**src/rtl/boot_sequencer_pkg.sv**
```systemverilog
// Shared definitions for the boot sequencer: FSM state encoding, access-size codes, default load address.
package boot_sequencer_pkg;

    typedef enum logic [2:0] {
        S_IDLE  = 3'd0,
        S_LOAD  = 3'd1,
        S_PRIME = 3'd2,
        S_RUN   = 3'd3,
        S_DONE  = 3'd4
    } boot_state_e;

    localparam logic [1:0]  ACC_SIZE_WORD   = 2'b00;
    localparam logic [31:0] BOOT_START_ADDR = 32'h8002_0000;

endpackage

```
**src/rtl/boot_fetch_delay.sv**
```systemverilog
// MEM_LAT-deep shift register carrying fetch address and valid from issue to decode; frozen while step_i is low.
module boot_fetch_delay
    import boot_sequencer_pkg::*;
#(
    parameter int unsigned       ADDR_W     = 32,
    parameter int unsigned       DEPTH      = 2,
    parameter logic [ADDR_W-1:0] START_ADDR = ADDR_W'(BOOT_START_ADDR)
) (
    input  logic              clk_i,
    input  logic              rst_i,
    input  logic              flush_i,
    input  logic              step_i,
    input  logic [ADDR_W-1:0] addr_i,
    input  logic              valid_i,
    output logic [ADDR_W-1:0] addr_o,
    output logic              valid_o
);

    logic [ADDR_W-1:0] addr_q [DEPTH];
    logic [DEPTH-1:0]  valid_q;

    always_ff @(posedge clk_i) begin
        if (rst_i || flush_i) begin
            for (int unsigned i = 0; i < DEPTH; i++) begin
                addr_q[i] <= START_ADDR;
            end
            valid_q <= '0;
        end else if (step_i) begin
            addr_q[0]  <= addr_i;
            valid_q[0] <= valid_i;
            for (int unsigned i = 1; i < DEPTH; i++) begin
                addr_q[i]  <= addr_q[i-1];
                valid_q[i] <= valid_q[i-1];
            end
        end
    end

    assign addr_o  = addr_q[DEPTH-1];
    assign valid_o = valid_q[DEPTH-1];

endmodule

```
**src/rtl/boot_sequencer.sv**
```systemverilog
// Boot sequencer: streams an image into memory, then fetches it back through a MEM_LAT pipeline.
// Optional build macro BOOT_SEQ_CHECKSUM_EN adds an XOR checksum output over accepted load words.
module boot_sequencer
    import boot_sequencer_pkg::*;
#(
    parameter int unsigned       DATA_W     = 32,
    parameter int unsigned       ADDR_W     = 32,
    parameter logic [ADDR_W-1:0] START_ADDR = ADDR_W'(BOOT_START_ADDR),
    parameter int unsigned       MAX_WORDS  = 1024,
    parameter int unsigned       MEM_LAT    = 2
) (
    input  logic                               clock,
    input  logic                               reset,
    input  logic                               go,
    input  logic                               load_valid,
    input  logic [DATA_W-1:0]                  load_data,
    input  logic                               load_last,
    output logic                               load_ready,
    input  logic                               mem_busy,
    output logic [ADDR_W-1:0]                  mem_addr,
    output logic [DATA_W-1:0]                  mem_data_in,
    output logic                               mem_wren,
    output logic                               mem_enable,
    output logic [1:0]                         mem_acc_size,
    input  logic                               hold,
    output logic [ADDR_W-1:0]                  pc,
    output logic [ADDR_W-1:0]                  pc_in,
    output logic                               valid_insn,
    output logic [$clog2(MAX_WORDS+1)-1:0]     word_count,
    output logic                               busy,
    output logic                               done,
`ifdef BOOT_SEQ_CHECKSUM_EN
    output logic [DATA_W-1:0]                  checksum,
`endif
    output logic                               overflow
);

    localparam int unsigned       WC_W       = $clog2(MAX_WORDS + 1);
    localparam logic [ADDR_W-1:0] ADDR_STEP  = ADDR_W'(DATA_W / 8);
    localparam logic [WC_W-1:0]   MAX_WC     = WC_W'(MAX_WORDS);
    localparam logic [2:0]        PRIME_LAST = 3'(MEM_LAT - 1);

    boot_state_e       state_q, state_d;
    logic [ADDR_W-1:0] addr_q, addr_d;
    logic [WC_W-1:0]   wc_q, wc_d;
    logic [WC_W-1:0]   issue_q, issue_d;
    logic [WC_W-1:0]   retired_q, retired_d;
    logic [2:0]        prime_q, prime_d;
    logic              overflow_q, overflow_d;

    logic              stall, issue_valid, beat, step, flush;
    logic [ADDR_W-1:0] dly_addr;
    logic              dly_valid;

    assign stall       = hold || mem_busy;
    assign issue_valid = issue_q < wc_q;
    assign flush       = (state_q == S_IDLE) || (state_q == S_LOAD);

    always_comb begin
        state_d     = state_q;
        addr_d      = addr_q;
        wc_d        = wc_q;
        issue_d     = issue_q;
        retired_d   = retired_q;
        prime_d     = prime_q;
        overflow_d  = overflow_q;
        load_ready  = 1'b0;
        beat        = 1'b0;
        step        = 1'b0;
        mem_wren    = 1'b0;
        mem_enable  = 1'b0;
        mem_data_in = '0;
        mem_addr    = addr_q;
        valid_insn  = 1'b0;

        case (state_q)
            S_IDLE, S_DONE: begin
                if (go) begin
                    state_d    = S_LOAD;
                    addr_d     = START_ADDR;
                    wc_d       = '0;
                    overflow_d = 1'b0;
                end
            end
            S_LOAD: begin
                load_ready = !mem_busy && (wc_q < MAX_WC);
                beat       = load_valid && load_ready;
                if (beat) begin
                    mem_wren    = 1'b1;
                    mem_enable  = 1'b1;
                    mem_data_in = load_data;
                    addr_d      = addr_q + ADDR_STEP;
                    wc_d        = wc_q + WC_W'(1);
                    if (load_last || (wc_d == MAX_WC)) begin
                        state_d    = S_PRIME;
                        overflow_d = !load_last;
                        addr_d     = START_ADDR;
                        issue_d    = '0;
                        retired_d  = '0;
                        prime_d    = '0;
                    end
                end
            end
            S_PRIME, S_RUN: begin
                // Past the last loaded word the pc keeps stepping but no request is raised.
                mem_enable = issue_valid && !stall;
                step       = !stall;
                valid_insn = (state_q == S_RUN) && dly_valid;
                if (step) begin
                    addr_d = addr_q + ADDR_STEP;
                    if (issue_valid) issue_d = issue_q + WC_W'(1);
                    if (state_q == S_PRIME) begin
                        prime_d = prime_q + 3'd1;
                        if (prime_q == PRIME_LAST) state_d = S_RUN;
                    end else if (dly_valid) begin
                        retired_d = retired_q + WC_W'(1);
                        if (retired_d == wc_q) state_d = S_DONE;
                    end
                end
            end
            default: state_d = S_IDLE;
        endcase
    end

    always_ff @(posedge clock) begin
        if (reset) begin
            state_q    <= S_IDLE;
            addr_q     <= START_ADDR;
            wc_q       <= '0;
            issue_q    <= '0;
            retired_q  <= '0;
            prime_q    <= '0;
            overflow_q <= 1'b0;
        end else begin
            state_q    <= state_d;
            addr_q     <= addr_d;
            wc_q       <= wc_d;
            issue_q    <= issue_d;
            retired_q  <= retired_d;
            prime_q    <= prime_d;
            overflow_q <= overflow_d;
        end
    end

    boot_fetch_delay #(
        .ADDR_W    (ADDR_W),
        .DEPTH     (MEM_LAT),
        .START_ADDR(START_ADDR)
    ) u_fetch_delay (
        .clk_i  (clock),
        .rst_i  (reset),
        .flush_i(flush),
        .step_i (step),
        .addr_i (addr_q),
        .valid_i(issue_valid),
        .addr_o (dly_addr),
        .valid_o(dly_valid)
    );

`ifdef BOOT_SEQ_CHECKSUM_EN
    logic [DATA_W-1:0] csum_q, csum_d;

    always_comb begin
        csum_d = csum_q;
        if (go && ((state_q == S_IDLE) || (state_q == S_DONE))) csum_d = '0;
        else if (beat) csum_d = csum_q ^ load_data;
    end

    always_ff @(posedge clock) begin
        if (reset) csum_q <= '0;
        else       csum_q <= csum_d;
    end

    assign checksum = csum_q;
`endif

    assign pc           = addr_q;
    assign pc_in        = dly_addr;
    assign word_count   = wc_q;
    assign busy         = state_q != S_IDLE;
    assign done         = state_q == S_DONE;
    assign overflow     = overflow_q;
    assign mem_acc_size = ACC_SIZE_WORD;

endmodule
```
**config.mk**
```make
export PLATFORM = sky130hd
export DESIGN_NAME = boot_sequencer
export DESIGN_NICKNAME = d
export VERILOG_FILES = /design/src/rtl/boot_sequencer_pkg.sv /design/src/rtl/boot_fetch_delay.sv /design/src/rtl/boot_sequencer.sv
export SDC_FILE = /design/constraint.sdc
export NUM_CORES = 1
export LEC_CHECK = 0
export BUFFER_PORTS_ARGS = -buffer_cell sky130_fd_sc_hd__buf_4
export CORE_ASPECT_RATIO = 0.7
export CORE_UTILIZATION = 43
export CTS_CLUSTER_DIAMETER = 80
export DETAILED_ROUTE_END_ITERATION = 6
export PLACE_DENSITY = 0.7
export SLEW_MARGIN = 25
export SYNTH_ARGS = -nofsm -noshare
export SYNTH_HDL_FRONTEND = slang
export SYNTH_HIERARCHICAL = 1
export SYNTH_SLANG_ARGS = --single-unit
export TNS_END_PERCENT = 1
```
**constraint.sdc**
```tcl
create_clock -name clock -period 2.5 [get_ports clock]
set_clock_uncertainty 0.15 [all_clocks]
set_input_delay 0.5 -clock clock [delete_from_list [all_inputs] [get_ports clock]]
set_output_delay 0.5 -clock clock [all_outputs]
set_load 0.1 [all_outputs]
```
; Yosys cells after proc, flatten, opt, wreduce, memory -nomap -nowiden
; Memory sizes are Yosys's and may differ from the RTL's.
; Index checks and enable logic that the tools add are counted.
[totals]
ram_bits = 64
input_bits = 39
word_cells = 111
reg_bits = 74
n_memories = 1
[classes]
reduce_logical = 25
order_cmp = 2
muxes = 50
n_addsub = 5
n_eq_ne = 18
bitwise_logic = 2
[mem_list]
columns = memory, words, word_bits, rd, rd_clocked_by_memory_dff, write_ports, line_no
row1 = u_fetch_delay.addr_q, 2, 32, 2, 0, 2, boot_fetch_delay.sv:19  ; logic [ADDR_W-1:0] addr_q [DEPTH];
[ops]
columns = cell, n
row1 = 2-to-1 mux 32 bit, 8
row2 = 2-to-1 mux 11 bit, 9
row3 = one-hot mux 32 bit (3 select lines), 1
row4 = one-hot mux 11 bit (2 select lines), 3
row5 = 2-to-1 mux 3 bit, 12
row6 = adder 11 x 1 -> 11 bit (second input constant), 3
row7 = adder 32 x 3 -> 32 bit (second input constant), 1
row8 = 2-to-1 mux 1 bit, 13
row9 = == test 11 bit, 1
row10 = == test 11 bit (second input constant), 1
row11 = < comparator 11 bit, 1
row12 = < comparator 11 bit (second input constant), 1
row13 = != test 2 bit (second input constant), 5
row14 = AND reduction 5 bit, 2
row15 = one-hot mux 3 bit (3 select lines), 1
row16 = AND reduction 4 bit, 2
row17 = AND reduction 7 bit, 1
row18 = == test 3 x 1 -> 1 bit (second input constant), 2
row19 = == test 3 x 2 -> 1 bit (second input constant), 2
row20 = != test 2 x 1 -> 1 bit (second input constant), 3
row21 = != test 3 bit (second input constant), 2
row22 = one-hot mux 3 bit (2 select lines), 1
row23 = AND reduction 6 bit, 1
row24 = nonzero test 3 bit, 2
row25 = 12 further kinds, 24

; Depth between registers and ports, before layout
; Gate-level depths: netlist of run 1.
[depth]
word_depth = 7
mapped_depth = 11

; Modules after synthesis
; Netlist of run 1, hierarchy kept.
[by_module_without_submodules]
columns = module, area_per_inst_um2, cells_each, instances
row1 = boot_sequencer, 4814.6, 622, 1
row2 = boot_fetch_delay, 2750.1, 174, 1

; Least setup slack after synthesis of run 1
; No wires, ideal clock.
[synth_timing]
path_type = reg-to-output
start = register wc_q[4] (netlist: word_count[4])
end = output port mem_enable
path_buffers = 2
slack_ps = -1445
path_stages_with_launch = 11
arrival_time_ps = 3295
path_cell_list = dfxtp_1 -> buf_1 -> inv_1 -> ha_1 -> a21oi_1 -> o21ai_0 -> a21oi_1 -> o21ai_1 -> a211o_1 -> clkbuf_1 -> nand2_1
[synth_between]
elab_chain_len = 5
[synth_lines]
columns = element, line_no
row1 = from (decl), boot_sequencer.sv:45  ; logic [WC_W-1:0] wc_q, wc_d;
row2 = from (signal assigned), boot_sequencer.sv:137  ; wc_q <= wc_d;
row3 = < comparator 11 bit, boot_sequencer.sv:86  ; load_ready = !mem_busy && (wc_q < MAX_WC);
row4 = logical AND 1 bit, boot_sequencer.sv:86
row5 = logical AND 1 bit, boot_sequencer.sv:87  ; beat = load_valid && load_ready;
row6 = 2-to-1 mux 1 bit, boot_sequencer.sv:88  ; if (beat) begin
row7 = one-hot mux 1 bit (2 select lines) (*), boot_sequencer.sv:76  ; case (state_q)
row8 = to (decl), boot_sequencer.sv:23  ; output logic mem_enable,
; Mark *: on every way between the ends. The rest lies on a longest branch, timed or not.

; Worst setup path after layout of run 1
[layout_timing]
start = register wc_q[6] (netlist: word_count[6])
end = output port mem_enable
; Same word-level chain as after synthesis.

==> results of run 1 <==
-- flip-flops by register name, summed over array words and instances (netlist names) --
register               flops
u_fetch_delay/addr_q      64
mem_addr                  30
issue_q                   11
retired_q                 11
word_count                11
prime_q                    3
state_q                    3
u_fetch_delay/valid_q      2
overflow                   1
-- stage by stage --
stage          setup WS (ns)  hold WS, ns
2_1_floorplan         -0.300        0.296
3_5_place_dp          -0.253        0.331
3_3_place_gp          -0.204        0.313
4_1_cts               -0.359        0.212
6_report              -0.373        0.230
5_1_grt               -0.440        0.228
-- power by group --
| part | leakage, nW | total, mW | switching [mW] | internal [mW] |
|---|---|---|---|---|
| Sequential | 1.33 | 2.72 | 0.0925 | 2.63 |
| Clock | 0.302 | 2.62 | 1.09 | 1.53 |
| Combinational | 2.95 | 3.25 | 2.34 | 0.904 |
-- routing by layer --
layer,global-route usage [%],share of wire (%),vias to the layer above
met3,4.77,8.3,18
met4,6.22,0.83,0
met2,35.3,46,304
met1,30.5,45,3104
li1,-,-,3208
met5,0,0,-
-- cells by family (layout without fill, tap and decap cells) --
family                   count (synthesis)  after routing  synth area share [%]
adder cells (fa/ha/maj)                 16             16                  2.65
multiplexers                             5              5                 0.678
AND/OR/NAND/NOR                        333            333                  25.0
flip-flops                             136            136                  44.5
AO/OA/AOI/OAI                          129            129                  12.0
XOR/XNOR                                40             40                  4.63
buffers and inverters                  136            354                  10.5
other                                    1              8                0.0496
-- cell type report --
cell class | count | area (um^2) | share of cell area, %
Sequential cell | 136 | 3420 | 31.2
Timing Repair Buffer | 298 | 2760 | 25.3
Inverter | 24 | 92.6 | 0.846
Clock inverter | 15 | 193 | 1.76
Clock buffer | 17 | 425 | 3.89
Multi-Input combinational cell | 531 | 3760 | 34.4
Tap cell | 231 | 289 | 2.64
-- critical path, delay by kind of cell, from the launching register on --
kind | cells | cell delay [ns]
buf+inv | 2 | 0.22
fa+ha+maj | 1 | 0.24
flops | 1 | 0.34
compound gates | 5 | 0.92
simple gates | 1 | 0.07
-- cells in the final DEF, fill, tap and decap left out, types with 22 or more instances in the layout --
cell	instances
buf_12	40
buf_4	252
dfxtp_1	50
nand3_1	33
nand2_1	44
xor2_1	25
edfxtp_1	64
and2_2	45
nor2_1	63
a21oi_1	27
and2_1	22
-- worst min path at each step --
stage | endpoint | from | slack (ns) | cells after the start
after global routing | issue_q[0] | reset | 0.23 | 2
after CTS | prime_q[2] | reset | 0.21 | 2
after floorplan | issue_q[10] | issue_q[10] | 0.30 | 1
after detailed placement | retired_q[10] | retired_q[10] | 0.33 | 1
after global placement | retired_q[10] | retired_q[10] | 0.31 | 1
final | issue_q[0] | reset | 0.23 | 2
-- timing repair --
item | 4_1_cts | 5_1_grt
gates resized for setup | 133 | 21
pin swaps | 15 | 14
buffers inserted | 6 | 0
hold buffers | 0 | 0
setup endpoints to repair | 86 | 93
==> results.md, run 1 <==
* Status: finished with violations
* Failing checks: setup timing
* Period minus WS final at 2.87 ns
* Synth top cells by count: dfxtp_1 (72), buf_4 (69), edfxtp_1 (64), nor2_1 (64)
* Post-route DRC at 0
* Post-layout util at 63.7%
* Die area at 0.0181 mm^2
* Vias at 6634
* Layout Cells excl Fill at 1252
* DIE WIDTH at 161 um
* Port Buffers at 180
* Flop and latch count out of synthesis at 136
* CP peak stage delay at 0.38 ns
* Pwr dens at 785 mW/mm^2
* Worst Hold Class: input port to flip-flop
* Mapped Area at 0.00756 mm^2
* Reg2reg start: word_count[5]
* RSZ-0062 raised after global routing: true
* Final Hold Viols at 0
* Final net count at 1063
* Critical Path Source Type: flip-flop
* Worst Path Arrival at 2.22 ns
* Leak pwr at 4.59 nW
* Count leader, synth: dfxtp_1
* CTS Buffer Depth at 2
* Post-DP HPWL at 14000 um
* Die span in y at 113 um
* VDD IR max at 0.671 mV
* Antenna Cells at 0
* Slowest cell on crit path: a211o_4
* Netlist cell types at 76
* Inst Count DP at 1214
* Worst EP required at 1.85 ns
* GP Congestion at 0.893
* Endpoints failing setup at 69
* DRT Wirelength at 20200 um
* Max Clk Rate at 348 MHz
* Area growth from synthesis to layout at 44.6%
* Per-cell routed wire length at 16.2 um
* Warnings, synthesis at 6
* Overall Power at 8.59 mW
* Design Area, Final at 0.0109 mm^2
* Initial drt markers at 486
* CP max FO at 2
* All-layer global routing usage at 22.2%
* Worst reg2reg path endpoint: issue_q[9]
* Ports at 187
* Final Worst Setup Slack at -0.373 ns
* Initial Util at 44.1%
* Synth Flop Type: dfxtp_1
* Row cnt at 40
* Cell taking the most area after synthesis: edfxtp_1
* Drt pass-1 iters at 5
* Fin. max-slew vios at 0
* R2R depth at 14
* Setup crit end: mem_enable
* Mapped Cells at 796
* Element type at the critical path end: primary output
* Skew-Pair Late Insertion Delay at 0.43 ns
* MaxCap Viol Count at 0
* CP Class: flip-flop to primary output
* Largest net degree at the start of global routing at 65
* Post-DP Area at 0.00961 mm^2
* Share of the yosys chip area belonging to registers at 44.5%
* Filler cells at 1398
* Period utilization at 115%
* Initial antenna violation count at 0
* Reg2Reg Setup Slack at -0.22 ns
* Sink Count at 136
* CTS Root Cell: clkbuf_16
* Grt ovf at 0
* Avg Inst Size Synth at 9.50 um^2
* CTS tree: built
* Number of global-route vias before repair at 6104
* DRT antenna net count at 0
* Largest cells by area after synthesis: edfxtp_1 (25%), dfxtp_1 (19%), buf_4 (6.8%)
* CTS Buf Count at 17
* Core ar. at 0.0172 mm^2
* Post-synth EDFFs at 64
* Vias per inst at 5.30
* Layout cells sized above 1 at 46.9%
* CTS clock-pin slew for the worst setup and hold paths at 0.06 ns
* H-tree depth at 4
* First-pass GRT wire length at 31900 um
* FFs w/ async S/R, synth at 0%
* Setup TNS at -3.37 ns
* Worst setup path start: word_count[6]
* Worst-path cell chain: inv_2 -> ha_4 -> a211oi_2 -> o21ai_1 -> a21oi_2 -> o21ai_2 -> a211o_4 -> nand2_8 -> buf_12
* Yosys top cell area share at 25.4%
Note: power is estimated with default switching activity, not from simulation.
==> run 2, diff against run 1 <==
- PLACE_DENSITY: 0.7 -> 0.69
==> results.md, run 2 (same netlist as run 1, synthesis figures left out) <==
* Port Buffers at 180 (unchanged)
* Final Hold Viols at 0 (unchanged)
* All-layer global routing usage at 22.3% (+0.12 points)
* Area growth from synthesis to layout at 42.0%
* DRT antenna net count at 0 (unchanged)
* FF+latch area at 0.00342 mm^2 (unchanged)
* Initial Util at 44.1% (unchanged)
* RSZ-0062 raised after global routing: true
* Antenna Cells at 0 (unchanged)
* Leading cell type in the layout, fill and taps excluded: buf_4
* Cts hold-fix bufs at 0 (unchanged)
* Die span in y at 113 um (unchanged)
* Grt peak-use layer: met2
* Largest net degree at the start of global routing at 39 (-40%)
* Status: finished with violations
* Failing checks: setup timing
* GP Congestion at 0.880 (-1.4%)
* Vias at 6492 (-2.1%)
* Worst EP required at 1.85 ns (about the same)
* CTS Buf Count at 17 (unchanged)
* DRT Wirelength at 20000 um (-1.3%)
* Period utilization at 114% (-1.3 points)
* Largest register FFs at 64 (unchanged)
* Per-cell routed wire length at 16.0 um (-0.71%)
* CTS Buffer Depth at 2 (unchanged)
* Hold slack final at 0.260 ns (+0.0300 ns)
* Ports at 187 (unchanged)
* Post-DP HPWL at 14100 um (+0.53%)
* Filler cells at 1408 (+0.72%)
* CTS Root Cell: clkbuf_16
* Grt ovf at 0 (unchanged)
* Initial drt markers at 464 (-4.5%)
* Multi-input gate area in the final layout at 0.00367 mm^2 (-2.5%)
* CTS tree: built
* H-tree depth at 4 (unchanged)
* Max Clk Rate at 352 MHz (+1.2%)
* Post-route DRC at 0 (unchanged)
* Drt pass-1 iters at 4 (-1)
* Core ar. at 0.0172 mm^2 (unchanged)
* MaxCap Viol Count at 0 (unchanged)
* Initial antenna violation count at 0 (unchanged)
* Period minus WS final at 2.84 ns (-0.0337 ns)
* Worst-Margin Slew at 0.526 ns
* Skew-Pair Late Insertion Delay at 0.43 ns (about the same)
* Leak pwr at 4.53 nW (-1.3%)
* Worst Path Arrival at 2.19 ns (-0.03 ns)
* VDD IR max at 0.615 mV (-8.4%)
* Final net count at 1056 (-0.66%)
* Endpoints failing setup at 87 (+26%)
* Fin. max-slew vios at 0 (unchanged)
* Pwr dens at 782 mW/mm^2 (-0.37%)
* Overall Power at 8.40 mW (-2.2%)
* Row cnt at 40 (unchanged)
* Final Worst Setup Slack at -0.339 ns (+0.0337 ns)
* Element type at the critical path end: primary output
* Highest-count cells in the layout ignoring fill and taps: buf_4 (248), edfxtp_1 (64), nor2_1 (63), dfxtp_1 (50), and2_2 (45)
* Global Route met1 Usage at 31.1% (+0.53 points)
* CP Class: flip-flop to primary output
* M2 GR Usage at 34.9% (-0.43 points)
* CTS clock-pin slew for the worst setup and hold paths at 0.07 ns (about the same)
* Layout cells sized above 1 at 45.0% (-1.9 points)
* Worst Hold Class: input port to flip-flop
* Setup TNS at -9.02 ns (-5.65 ns)
* Critical Path Source Type: flip-flop
* First-pass GRT wire length at 31800 um (-0.30%)
* Slew HR at 64.6%
* Vias per inst at 5.21 (-1.6%)
* GR Layer Usage met3 at 5.21% (+0.44 points)
* CP max FO at 2 (unchanged)
* Top reg by flops: u_fetch_delay/addr_q
* Die area at 0.0181 mm^2 (unchanged)
* Sink Count at 136 (unchanged)
* Number of global-route vias before repair at 6001 (-1.7%)
* DIE WIDTH at 161 um (unchanged)
[run 2: timing repair]
item | CTS | global route
gates resized for setup | 129 | 4
hold endpoints to repair | 0 | 0
setup buffers | 7 | 0
endpoints found under the setup margin | 89 | 97
pin swaps | 11 | 6
[run 2: per-stage QoR]
stage          util (%)  setup slack [ns]  instance area, um^2  std cells
3_5_place_dp       55.6            -0.235                 9540       1206
3_3_place_gp       55.6            -0.203                 9540       1206
6_report           62.6            -0.339                10700       1245
4_1_cts            62.5            -0.360                10700       1245
5_1_grt            62.6            -0.435                10700       1245
2_1_floorplan         -            -0.300                 7760        803
[run 2: path summary, 6_finish.rpt]
check	from	end	slack (ns)	cells after the start
max	word_count[9]	mem_enable	-0.34	7
min	reset	state_q[2]	0.26	2
max reg2reg	word_count[1]	retired_q[4]	-0.23	10
min reg2reg	retired_q[10]	retired_q[10]	0.35	1
[run 2: power breakdown]
part	total (mW)	switching (mW)	internal, mW
registers	2.73	0.0981	2.63
clock network	2.47	1.06	1.41
logic	3.21	2.31	0.904
[run 2: final cells by class]
type	instances	area share (%)
clock inverters	15	1.47
clock buffers	17	3.96
repair buffers	291	25.1
flip-flops and latches	136	31.8
multi-input cells	531	34.1
well taps	231	2.69
inverters	24	0.862
[run 2: worst max-delay path, stage by stage (launching register included)]
cell     delay [ns]
dfxtp_4        0.34
inv_1          0.09
ha_1           0.33
a21oi_1        0.26
o21ai_2        0.12
a211o_4        0.38
nand2_8        0.08
buf_12         0.16
[run 2: metal layers]
metal / vias up / wire (um)
li1: 3201 / -
met1: 3025 / 9230
met2: 248 / 9100
met3: 18 / 1440
met4: 0 / 211
met5: - / 0
